`config.mk`:
```
export PLATFORM = sky130hd
export DESIGN_NAME = iob_fp_mul_seq
export DESIGN_NICKNAME = d
export VERILOG_FILES = /design/src/rtl/iob_fp_mul_seq.sv
export SDC_FILE = /design/constraint.sdc
export NUM_CORES = 1
export LEC_CHECK = 0
export BUFFER_PORTS_ARGS = -buffer_cell sky130_fd_sc_hd__buf_2
export CORE_ASPECT_RATIO = 0.5
export CORE_UTILIZATION = 50
export DETAILED_ROUTE_END_ITERATION = 7
export PLACE_DENSITY = 0.71
export SLEW_MARGIN = 10
export SYNTH_ARGS = -nofsm -noshare
export SYNTH_HDL_FRONTEND = slang
export SYNTH_SLANG_ARGS = --single-unit
```
`constraint.sdc`:
```
create_clock -name clk_i -period 6 [get_ports clk_i]
set_clock_uncertainty 0.15 [all_clocks]
set_input_delay 1.2 -clock clk_i [delete_from_list [all_inputs] [get_ports clk_i]]
set_output_delay 1.2 -clock clk_i [all_outputs]
set_load 0.05 [all_outputs]
```
`src/rtl/iob_fp_mul_seq.sv`:
```
// Sequential floating-point multiplier.
// Radix-2 shift-add mantissa product, then normalize, round-nearest-even, pack.
module iob_fp_mul_seq #(
  parameter int DATA_W = 32,
  parameter int EXP_W  = 8
) (
  input  logic              clk_i,
  input  logic              rst_i,
  input  logic              start_i,
  output logic              done_o,
  input  logic [DATA_W-1:0] op_a_i,
  input  logic [DATA_W-1:0] op_b_i,
  output logic              overflow_o,
  output logic              underflow_o,
  output logic              exception_o,
  output logic [DATA_W-1:0] res_o
);

  localparam int MAN_W  = DATA_W - EXP_W;
  localparam int FRAC_W = MAN_W - 1;
  localparam int BIAS   = (1 << (EXP_W - 1)) - 1;
  localparam int PW     = 2 * MAN_W;
  localparam int XW     = EXP_W + 2;
  localparam int CW     = $clog2(MAN_W + 1);

  localparam logic signed [XW-1:0] BIAS_X = XW'(BIAS);
  localparam logic signed [XW-1:0] EMAX_X = XW'((1 << EXP_W) - 1);
  localparam logic signed [XW-1:0] ONE_X  = XW'(1);
  localparam logic signed [XW-1:0] ZERO_X = '0;

  localparam logic [2:0] S_IDLE = 3'd0;
  localparam logic [2:0] S_SPEC = 3'd1;
  localparam logic [2:0] S_MUL  = 3'd2;
  localparam logic [2:0] S_NORM = 3'd3;
  localparam logic [2:0] S_RND  = 3'd4;
  localparam logic [2:0] S_DONE = 3'd5;

  logic [2:0]              state_q, state_d;
  logic [CW-1:0]           cnt_q, cnt_d;
  logic [DATA_W-1:0]       a_q, a_d;
  logic [DATA_W-1:0]       b_q, b_d;
  logic [PW-1:0]           acc_q, acc_d;
  logic [MAN_W-1:0]        mb_q, mb_d;
  logic signed [XW-1:0]    exp_q, exp_d;
  logic                    sign_q, sign_d;
  logic                    stk_q, stk_d;
  logic [DATA_W-1:0]       res_q, res_d;
  logic                    ovf_q, ovf_d;
  logic                    unf_q, unf_d;
  logic                    exc_q, exc_d;

  logic [EXP_W-1:0]        ea, eb;
  logic [FRAC_W-1:0]       fa, fb;
  logic                    a_nan, b_nan, a_inf, b_inf, a_zero, b_zero;
  logic                    sgn;
  logic [MAN_W-1:0]        ma;
  logic [MAN_W:0]          add_v, sum;
  logic [MAN_W-1:0]        mant;
  logic                    grd, sticky, rnd;
  logic [MAN_W:0]          mr;
  logic [FRAC_W-1:0]       frac_r;
  logic signed [XW-1:0]    exp_r;

  // Operand field decode and special-value classification
  always_comb begin
    ea     = a_q[DATA_W-2 -: EXP_W];
    eb     = b_q[DATA_W-2 -: EXP_W];
    fa     = a_q[FRAC_W-1:0];
    fb     = b_q[FRAC_W-1:0];
    a_nan  = (&ea) & (|fa);
    b_nan  = (&eb) & (|fb);
    a_inf  = (&ea) & ~(|fa);
    b_inf  = (&eb) & ~(|fb);
    a_zero = ~(|ea);
    b_zero = ~(|eb);
    sgn    = a_q[DATA_W-1] ^ b_q[DATA_W-1];
    ma     = {1'b1, fa};
  end

  // Rounding of the normalized product
  always_comb begin
    mant   = acc_q[PW-2 -: MAN_W];
    grd    = acc_q[PW-2-MAN_W];
    sticky = (|acc_q[PW-3-MAN_W:0]) | stk_q;
    rnd    = grd & (sticky | mant[0]);
    mr     = {1'b0, mant} + {{MAN_W{1'b0}}, rnd};
    exp_r  = mr[MAN_W] ? exp_q + ONE_X : exp_q;
    frac_r = mr[MAN_W] ? '0 : mr[FRAC_W-1:0];
  end

  // Next-state and datapath control
  always_comb begin
    state_d = state_q;
    cnt_d   = cnt_q;
    a_d     = a_q;
    b_d     = b_q;
    acc_d   = acc_q;
    mb_d    = mb_q;
    exp_d   = exp_q;
    sign_d  = sign_q;
    stk_d   = stk_q;
    res_d   = res_q;
    ovf_d   = ovf_q;
    unf_d   = unf_q;
    exc_d   = exc_q;
    add_v   = mb_q[0] ? {1'b0, ma} : '0;
    sum     = {1'b0, acc_q[PW-1:MAN_W]} + add_v;
    case (state_q)
      S_SPEC: begin
        sign_d = sgn;
        ovf_d  = 1'b0;
        unf_d  = 1'b0;
        exc_d  = 1'b0;
        if (a_nan | b_nan | (a_inf & b_zero) | (b_inf & a_zero)) begin
          res_d   = {1'b0, {EXP_W{1'b1}}, 1'b1, {(FRAC_W-1){1'b0}}};
          exc_d   = 1'b1;
          state_d = S_DONE;
        end else if (a_inf | b_inf) begin
          res_d   = {sgn, {EXP_W{1'b1}}, {FRAC_W{1'b0}}};
          state_d = S_DONE;
        end else if (a_zero | b_zero) begin
          res_d   = {sgn, {(DATA_W-1){1'b0}}};
          state_d = S_DONE;
        end else begin
          cnt_d   = '0;
          acc_d   = '0;
          mb_d    = {1'b1, fb};
          stk_d   = 1'b0;
          exp_d   = $signed({2'b00, ea}) + $signed({2'b00, eb}) - BIAS_X;
          state_d = S_MUL;
        end
      end
      S_MUL: begin
        acc_d = {sum, acc_q[MAN_W-1:1]};
        mb_d  = mb_q >> 1;
        cnt_d = cnt_q + 1'b1;
        if (cnt_q == CW'(MAN_W - 1)) state_d = S_NORM;
      end
      S_NORM: begin
        if (acc_q[PW-1]) begin
          acc_d = acc_q >> 1;
          stk_d = acc_q[0];
          exp_d = exp_q + ONE_X;
        end
        state_d = S_RND;
      end
      S_RND: begin
        if (exp_r >= EMAX_X) begin
          res_d = {sign_q, {EXP_W{1'b1}}, {FRAC_W{1'b0}}};
          ovf_d = 1'b1;
        end else if (exp_r <= ZERO_X) begin
          res_d = {sign_q, {(DATA_W-1){1'b0}}};
          unf_d = 1'b1;
        end else begin
          res_d = {sign_q, exp_r[EXP_W-1:0], frac_r};
        end
        state_d = S_DONE;
      end
      S_DONE:  state_d = S_IDLE;
      default: state_d = S_IDLE;
    endcase
    if (start_i) begin
      a_d     = op_a_i;
      b_d     = op_b_i;
      state_d = S_SPEC;
    end
  end

  // State registers with synchronous reset
  always_ff @(posedge clk_i) begin
    if (rst_i) begin
      state_q <= S_IDLE;
      cnt_q   <= '0;
      a_q     <= '0;
      b_q     <= '0;
      acc_q   <= '0;
      mb_q    <= '0;
      exp_q   <= '0;
      sign_q  <= 1'b0;
      stk_q   <= 1'b0;
      res_q   <= '0;
      ovf_q   <= 1'b0;
      unf_q   <= 1'b0;
      exc_q   <= 1'b0;
    end else begin
      state_q <= state_d;
      cnt_q   <= cnt_d;
      a_q     <= a_d;
      b_q     <= b_d;
      acc_q   <= acc_d;
      mb_q    <= mb_d;
      exp_q   <= exp_d;
      sign_q  <= sign_d;
      stk_q   <= stk_d;
      res_q   <= res_d;
      ovf_q   <= ovf_d;
      unf_q   <= unf_d;
      exc_q   <= exc_d;
    end
  end

  assign done_o      = (state_q == S_DONE);
  assign res_o       = res_q;
  assign overflow_o  = ovf_q & done_o;
  assign underflow_o = unf_q & done_o;
  assign exception_o = exc_q & done_o;

endmodule
```
==> impl_metrics.env, run 1 <==
export IMPL_outcome="finished, violations left"
export IMPL_violations="design-rule violations"
export IMPL_place_area_um2=10800
export IMPL_ys_ff_latch=191
export IMPL_dp_cells=1526
export IMPL_cts_tree="done"
export IMPL_crit_path_start_kind="flop"
export IMPL_nets=1390
export IMPL_p_leak_uw=0.00465
export IMPL_fill_cells=1803
export IMPL_crit_arrival_ns=4.03
export IMPL_die_height_um=103
export IMPL_slew_violations=0
export IMPL_dieArea_um2=20900
export IMPL_post_cts_buffers=0
export IMPL_power_ir_vdd_worst_uv=195
export IMPL_grt_usage=0.256
export IMPL_rsz0062_at_grt="no"
export IMPL_cts_buffers=17
export IMPL_layout_setup_ws_ns=2.12
export IMPL_worst_slew_pin_slew_ns=1.28
export IMPL_rows=36
export IMPL_r2r_end="acc_q[19]"
export IMPL_hold_violations=0
export IMPL_netlist_area_leader_share=0.376
export IMPL_yosysMostFrequentCell="dfxtp_1"
export IMPL_min_period_ns=3.88
export IMPL_netlist_top_cells_area="dfxtp_1 38%, nor2_1 6.9%, mux2i_1 6.8%"
export IMPL_cts_resized_gates=0
export IMPL_slew_headroom=0.137
export IMPL_cts_htree_levels=4
export IMPL_syn_cell_area_um2=10200
export IMPL_first_global_vias=8507
export IMPL_synth_largest_area_cell="dfxtp_1"
export IMPL_first_pass_iters=8
export IMPL_critPathRequiredTime_ns=6.15
export IMPL_drive_gt1_frac=0.131
export IMPL_grt_pass1_wl_um=42600
export IMPL_timing_rr_start="a_q[29]"
export IMPL_ios=103
export IMPL_design_area_um2=11400
export IMPL_dr_first_iter_drc_count=524
export IMPL_synthCells=1231
export IMPL_vias=9037
export IMPL_setup_viol=0
export IMPL_rr_worst_depth=9
export IMPL_grt_max_degree=88
export IMPL_synthTopCellsByCount="191 x dfxtp_1, 188 x nor2_1, 129 x nand2_1, 69 x mux2i_1, 66 x clkbuf_1"
export IMPL_routed_via_density=5.80
export IMPL_antenna_found_initial=0
export IMPL_finalWirelength_um=25900
export IMPL_synth_edf_count=0
export IMPL_synth_nets=1342
export IMPL_io_buffers=102
export IMPL_crit_start="a_q[29]"
export IMPL_pre_cts_slack_ns=2.19
export IMPL_insertion_delay_ns=0.45
export IMPL_start_util=0.516
export IMPL_dp_final_hpwl_um=18100
export IMPL_cap_violations=0
export IMPL_clk_root_buffer_cell="clkbuf_16"
export IMPL_path_clk_slew_ns=0.07
export IMPL_synth_ff_type="dfxtp_1"
export IMPL_clock_sinks=191
export IMPL_power_density_nw_per_um2=276
export IMPL_fin_tns_setup_ns=0
export IMPL_path_class="reg2reg"
export IMPL_finalCritPeriodShare=0.647
export IMPL_slowest_stage="a21oi_4"
export IMPL_endpoint_kind="flop"
export IMPL_antenna_cells=0
export IMPL_max_clock_path_buffers=2
export IMPL_hold_class="reg2reg"
export IMPL_ys_warn_count=0
export IMPL_drc=1
export IMPL_max_freq_ghz=0.258
export IMPL_ff2ff_setup_slack_ns=2.12
export IMPL_gr_total_overflow=0
export IMPL_ys_seq_area_frac=0.376
export IMPL_fin_util=0.579
export IMPL_crit_path_end="acc_q[19]"
export IMPL_async_reset_ff_frac=0
export IMPL_crit_chain="nor4_1 -> nand2_1 -> nor4bb_1 -> nand3b_1 -> a21oi_4 -> buf_4 -> nor2b_1 -> a31oi_1 -> nor2_1"
export IMPL_final_cells=1558
export IMPL_postRouteAntennaNets=0
export IMPL_ctsHoldBuffers=0
export IMPL_place_congestion=0.882
export IMPL_die_x_um=204
export IMPL_max_stage_delay_ns=0.91
export IMPL_syn_area_per_cell_um2=8.25
export IMPL_synth_cell_types=67
export IMPL_wl_per_cell_um=16.6
export IMPL_critical_path_max_fanout=51
export IMPL_area_growth_pct=12.1
export IMPL_core_area_um2=19700
## per-layer routing
layer | global-route usage | share of wire
met1 | 0.344 | 0.48
met2 | 0.422 | 0.45
met3 | 0.0556 | 0.052
met4 | 0.0619 | 0.013
met5 | 0 | 0
## worst max-delay path, delay by kind of cell, from the launching register on
kind / cells / cell delay [ns]
AOI/OAI and AO/OA: 2 / 1.09
buffers and inverters: 1 / 0.55
DFF: 1 / 0.43
and+or+nand+nor: 6 / 1.48
## area by class of cell
cell class | count | area (um2) | area share
repair buffers | 110 | 576 | 0.0505
inverters | 22 | 82.6 | 0.00725
well taps | 266 | 333 | 0.0292
clock inverters | 14 | 183 | 0.0160
clock buffers | 18 | 439 | 0.0386
multi-input cells | 937 | 5950 | 0.523
flip-flops and latches | 191 | 3820 | 0.336
## placed cells by master, fill, tap and decap left out, types with 31 or more instances in the layout
master and instances:
buf_2 100, o21ai_0 38, xnor2_1 41, nand2_1 129
a21oi_1 47, dfxtp_1 191, and2_1 31, ha_1 42
nor2_1 188, mux2i_1 69
## state kept, by name, summed over array words and instances (netlist names)
register and count:
mb_q 24, exp_q 10, acc_q 48, sign_q 1, exc_q 1, cnt_q 5
ovf_q 1, a_q 32, unf_q 1, b_q 32, res_o 32, stk_q 1
state_q 3
## per-stage QoR
stage / hold slack, ns / total power, uW
floorplan: 0.282 / 1810
global placement: 0.284 / 1940
detailed placement: 0.289 / 1950
CTS: 0.306 / 3150
global route: 0.323 / 3280
finish: 0.299 / 3140
## worst min-delay path by stage
stage | start | depth (start not counted) | endpoint
final | res_o[8] | 2 | res_o[8]
after global routing | res_o[11] | 2 | res_o[11]
after CTS | res_o[7] | 2 | res_o[7]
after detailed placement | res_o[7] | 2 | res_o[7]
after global placement | res_o[8] | 2 | res_o[8]
after floorplan | stk_q | 2 | stk_q
## cell families (layout without fill, tap and decap cells)
| group | after synthesis | in the layout | synth area share |
|---|---|---|---|
| DFF | 191 | 191 | 0.376 |
| AOI/OAI and AO/OA | 253 | 253 | 0.171 |
| and+or+nand+nor | 510 | 510 | 0.236 |
| xor gates and xnor gates | 60 | 60 | 0.0517 |
| muxes | 70 | 70 | 0.0691 |
| adders and majority gates | 44 | 44 | 0.0557 |
| buffers and inverters | 103 | 164 | 0.0402 |
## power breakdown
group	internal, uW	total [uW]	switching [uW]
clock	676	1210	538
combinational	189	480	290
sequential	1350	1440	97.3
total	2210	3140	925
(Power assumes the default switching activity.)
==> run 2: changes to the inputs <==
Clock period 6 ns to 3.7 ns, I/O delays scaled along.
==> impl_metrics.env, run 2 (synthesis gave the netlist of run 1 again) <==
export IMPL_endpoint_kind="flop"
export IMPL_design_area_um2=11500
export IMPL_die_x_um=204
export IMPL_routed_via_density=5.73
export IMPL_timing_rr_start="acc_q[22]"
export IMPL_power_ir_vdd_worst_uv=325
export IMPL_cap_violations=0
export IMPL_worst_hold_slack_ns=0.300
export IMPL_crit_path_end="res_o[2]"
export IMPL_dr_first_iter_drc_count=554
export IMPL_ios=103
export IMPL_path_class="reg2reg"
export IMPL_path_clk_slew_ns=0.07
export IMPL_finalCritPeriodShare=0.928
export IMPL_final_common_cell="dfxtp_1"
export IMPL_first_pass_iters=5
export IMPL_slew_violations=0
export IMPL_r2r_end="res_o[2]"
export IMPL_insertion_delay_ns=0.45
export IMPL_crit_path_start_kind="flop"
export IMPL_largest_reg_flops=48
export IMPL_crit_arrival_ns=3.65
export IMPL_critPathRequiredTime_ns=3.92
export IMPL_vias=9007
export IMPL_rows=36
export IMPL_power_density_nw_per_um2=442
export IMPL_fill_cells=1757
export IMPL_finalWirelength_um=26000
export IMPL_most_common_layout_cells="191 x dfxtp_1, 188 x nor2_1, 129 x nand2_1"
export IMPL_worst_slew_pin_slew_ns=1.10
export IMPL_antenna_found_initial=0
export IMPL_first_global_vias=8398
export IMPL_seq_area_um2=3820
export IMPL_postRouteAntennaNets=0
export IMPL_clk_root_buffer_cell="clkbuf_16"
export IMPL_grt_usage=0.256
export IMPL_cts_buffers=17
export IMPL_place_congestion=0.898
export IMPL_start_util=0.516
export IMPL_ctsHoldBuffers=0
export IMPL_setup_viol=0
export IMPL_cts_tree="done"
export IMPL_grt_max_degree=86
export IMPL_die_height_um=103
export IMPL_rr_worst_depth=10
export IMPL_clock_sinks=191
export IMPL_multi_input_area_um2=5950
export IMPL_slew_headroom=0.267
export IMPL_nets=1404
export IMPL_outcome="finished, final reports clean"
export IMPL_place_area_um2=10900
export IMPL_grt_pass1_wl_um=42500
export IMPL_critical_path_max_fanout=15
export IMPL_area_growth_pct=13.2
export IMPL_dieArea_um2=20900
export IMPL_wl_per_cell_um=16.6
export IMPL_antenna_cells=0
export IMPL_crit_start="acc_q[22]"
export IMPL_max_freq_ghz=0.291
export IMPL_rsz0062_at_grt="no"
export IMPL_hold_violations=0
export IMPL_core_area_um2=19700
export IMPL_gr_total_overflow=0
export IMPL_drc=0
export IMPL_cts_htree_levels=4
export IMPL_min_period_ns=3.43
export IMPL_largest_register="acc_q"
export IMPL_p_leak_uw=0.00471
export IMPL_hold_class="reg2reg"
export IMPL_ff2ff_setup_slack_ns=0.27
export IMPL_drive_gt1_frac=0.137
export IMPL_max_clock_path_buffers=2
export IMPL_dp_final_hpwl_um=18600
export IMPL_io_buffers=102
export IMPL_worstHoldPathCells=2
export IMPL_fin_tns_setup_ns=0
-- run 2: changes by cell type in the layout (fill, tap and decap cells not counted) --
cell        delta
a2111oi_0      -1
buf_4         +12
buf_12         +2
clkinv_4       -2
clkinv_8       -1
a2111oi_1      +1
nor2b_2        -1
clkinvlp_4     +1
and2_1         +1
clkbuf_1       +2
and2_2         -1
nor2b_1        +1
-- run 2: report_power, final --
| group | total, uW | leakage [uW] | switching, uW | internal, uW |
|---|---|---|---|---|
| Combinational | 812 | 0.00286 | 489 | 323 |
| Sequential | 2330 | 0.00156 | 148 | 2190 |
| Clock | 1930 | 0.000296 | 844 | 1090 |
| Total | 5080 | 0.00471 | 1480 | 3600 |
-- run 2: stage by stage --
stage | worst slack (ns) | utilization | std cells | power, uW
floorplan | 0.441 | - | 1231 | 2930
global placement | 0.376 | 0.553 | 1540 | 3160
detailed placement | 0.249 | 0.553 | 1540 | 3180
CTS | 0.244 | 0.584 | 1572 | 5100
global route | 0.00136 | 0.584 | 1572 | 5290
finish | 0.266 | 0.584 | 1572 | 5080
-- run 2: repair_timing --
action | 4_1_cts | 5_1_grt
resized for setup | 0 | 1
endpoints found under the setup margin | 0 | 2
buffers inserted | 0 | 0
-- run 2: cell type report --
cell class / count / share of cell area
clock buffer: 20 / 0.0389
clock inverter: 12 / 0.0136
inverter: 22 / 0.00718
multi-input combinational: 937 / 0.517
sequential: 191 / 0.333
tap: 266 / 0.0289
timing repair buffer: 124 / 0.0614
-- run 2: routing by layer --
layer	vias up	share of wire	wire, um	global-route usage
met1	4281	0.49	12800	0.351
met3	30	0.042	1090	0.0395
met5	-	0	0	0
met2	201	0.45	11800	0.416
met4	0	0.015	391	0.0856
li1	4495	-	-	-
-- run 2: critical path, cell delays in order, from the launching register on --
cell	delay, ns
dfxtp_1	0.40
and2_1	0.17
ha_1	0.20
and4_1	0.30
nand3_4	0.16
or3_1	0.53
and3_1	0.21
o22a_1	0.23
or4b_1	0.52
nand2b_4	0.28
o21ai_0	0.21
-- run 2: worst min-delay path by stage --
stage | startpoint | to | slack (ns)
finish | res_o[0] | res_o[0] | 0.30
CTS | res_o[5] | res_o[5] | 0.30
floorplan | stk_q | stk_q | 0.28
global placement | res_o[5] | res_o[5] | 0.28
global route | res_o[15] | res_o[15] | 0.32
detailed placement | res_o[5] | res_o[5] | 0.29
==> run 3: changes to the inputs <==
Settings changed: CORE_UTILIZATION 50 to 55, GPL_ROUTABILITY_DRIVEN from default to 0, PLACE_DENSITY 0.71 to 0.77.
==> impl_metrics.env, run 3 (synthesis gave the netlist of run 1 again) <==
export IMPL_outcome="finished, final reports clean"
export IMPL_nets=1401
export IMPL_drive_gt1_frac=0.138
export IMPL_cts_tree="done"
export IMPL_cap_violations=0
export IMPL_first_global_vias=8539
export IMPL_postRouteAntennaNets=0
export IMPL_wl_per_cell_um=16.6
export IMPL_first_pass_iters=6
export IMPL_worst_slew_pin_slew_ns=1.08
export IMPL_fill_cells=1498
export IMPL_finalWirelength_um=25500
export IMPL_final_common_cell="dfxtp_1"
export IMPL_dr_first_iter_drc_count=646
export IMPL_place_area_um2=10800
export IMPL_crit_path_start_kind="flop"
export IMPL_vias=9116
export IMPL_drc=0
export IMPL_power_density_nw_per_um2=448
export IMPL_antenna_cells=0
export IMPL_largest_reg_flops=48
export IMPL_io_buffers=102
export IMPL_finalCritPeriodShare=0.934
export IMPL_cts_buffers=17
export IMPL_clock_sinks=191
export IMPL_routed_via_density=5.93
export IMPL_path_class="reg2reg"
export IMPL_design_area_um2=11500
export IMPL_max_clock_path_buffers=2
export IMPL_rsz0062_at_grt="no"
export IMPL_gr_total_overflow=0
export IMPL_p_total_uw=5150
export IMPL_dp_final_hpwl_um=17900
export IMPL_cts_htree_levels=4
export IMPL_area_growth_pct=13.1
export IMPL_ios=103
export IMPL_grt_max_degree=85
export IMPL_most_common_layout_cells="190 x dfxtp_1, 188 x nor2_1, 129 x nand2_1"
export IMPL_power_ir_vdd_worst_uv=352
export IMPL_grt_pass1_wl_um=41900
export IMPL_insertion_delay_ns=0.44
export IMPL_ctsHoldBuffers=0
export IMPL_min_period_ns=3.45
export IMPL_die_x_um=194
export IMPL_grt_usage=0.270
export IMPL_critical_path_max_fanout=25
export IMPL_die_height_um=98.1
export IMPL_clk_root_buffer_cell="clkbuf_16"
export IMPL_fin_tns_setup_ns=0
export IMPL_largest_register="acc_q"
export IMPL_core_area_um2=17700
export IMPL_endpoint_kind="flop"
export IMPL_critPathRequiredTime_ns=3.84
export IMPL_path_clk_slew_ns=0.08
export IMPL_setup_viol=0
export IMPL_hold_class="reg2reg"
export IMPL_dieArea_um2=19000
export IMPL_start_util=0.574
export IMPL_hold_violations=0
export IMPL_p_leak_uw=0.00471
export IMPL_crit_arrival_ns=3.59
export IMPL_slew_violations=0
export IMPL_antenna_found_initial=0
export IMPL_max_freq_ghz=0.290
export IMPL_rows=34
export IMPL_slew_headroom=0.283
-- run 3: cell count changes in the layout (fill, tap and decap cells not counted), moves of 2 or more --
cell	delta
clkinv_4	+4
inv_6	-4
buf_4	-3
clkbuf_1	-2
clkbuf_8	+2
clkinv_2	-2
-- run 3: area by class of cell --
cell class | count | area [um2] | area share
Clock buffer | 20 | 467 | 0.0406
Clock inverter | 12 | 184 | 0.0160
Inverter | 22 | 82.6 | 0.00719
Multi-Input combinational cell | 937 | 5950 | 0.518
Sequential cell | 191 | 3820 | 0.333
Tap cell | 234 | 293 | 0.0255
Timing Repair Buffer | 121 | 683 | 0.0595
-- run 3: per-layer routing --
layer / routed length, um / vias up / global-route usage
li1: - / 4495 / -
met1: 11700 / 4309 / 0.360
met2: 11700 / 271 / 0.445
met3: 1590 / 41 / 0.0518
met4: 469 / 0 / 0.0824
met5: 0 / - / 0
-- run 3: critical path: stages (launching register included) --
cell       delay (ns)
dfxtp_2          0.56
and2_1           0.19
ha_1             0.27
a2111oi_0        0.40
o21ai_0          0.25
a21bo_2          0.28
a2111oi_0        0.61
o31ai_1          0.19
xor2_1           0.17
a21oi_1          0.15
nor3_1           0.06
-- run 3: metrics by stage --
step                hold WS, ns  instances  utilization  worst slack [ns]
floorplan                 0.282       1231            -             0.441
global placement          0.281       1505        0.612             0.274
detailed placement        0.289       1505        0.612             0.117
CTS                       0.304       1537        0.649            0.0784
global route              0.323       1537        0.649           0.00464
finish                    0.300       1537        0.649             0.246
-- run 3: what timing repair did --
action | 4_1_cts | 5_1_grt
endpoints found under the setup margin | 0 | 12
resized for setup | 0 | 2
buffers inserted | 0 | 0
-- run 3: path summary, 6_finish.rpt --
check | startpoint | to | slack, ns | depth (start not counted)
min | res_o[5] | res_o[5] | 0.30 | 2
max | mb_q[0] | acc_q[46] | 0.25 | 10
min reg2reg | res_o[5] | res_o[5] | 0.30 | 2
max reg2reg | mb_q[0] | acc_q[46] | 0.25 | 10
-- run 3: where the power goes --
part	internal (uW)	leakage, uW	switching (uW)
registers	2190	0.00156	148
clock network	1190	0.000312	817
logic	322	0.00284	486
total	3700	0.00471	1450
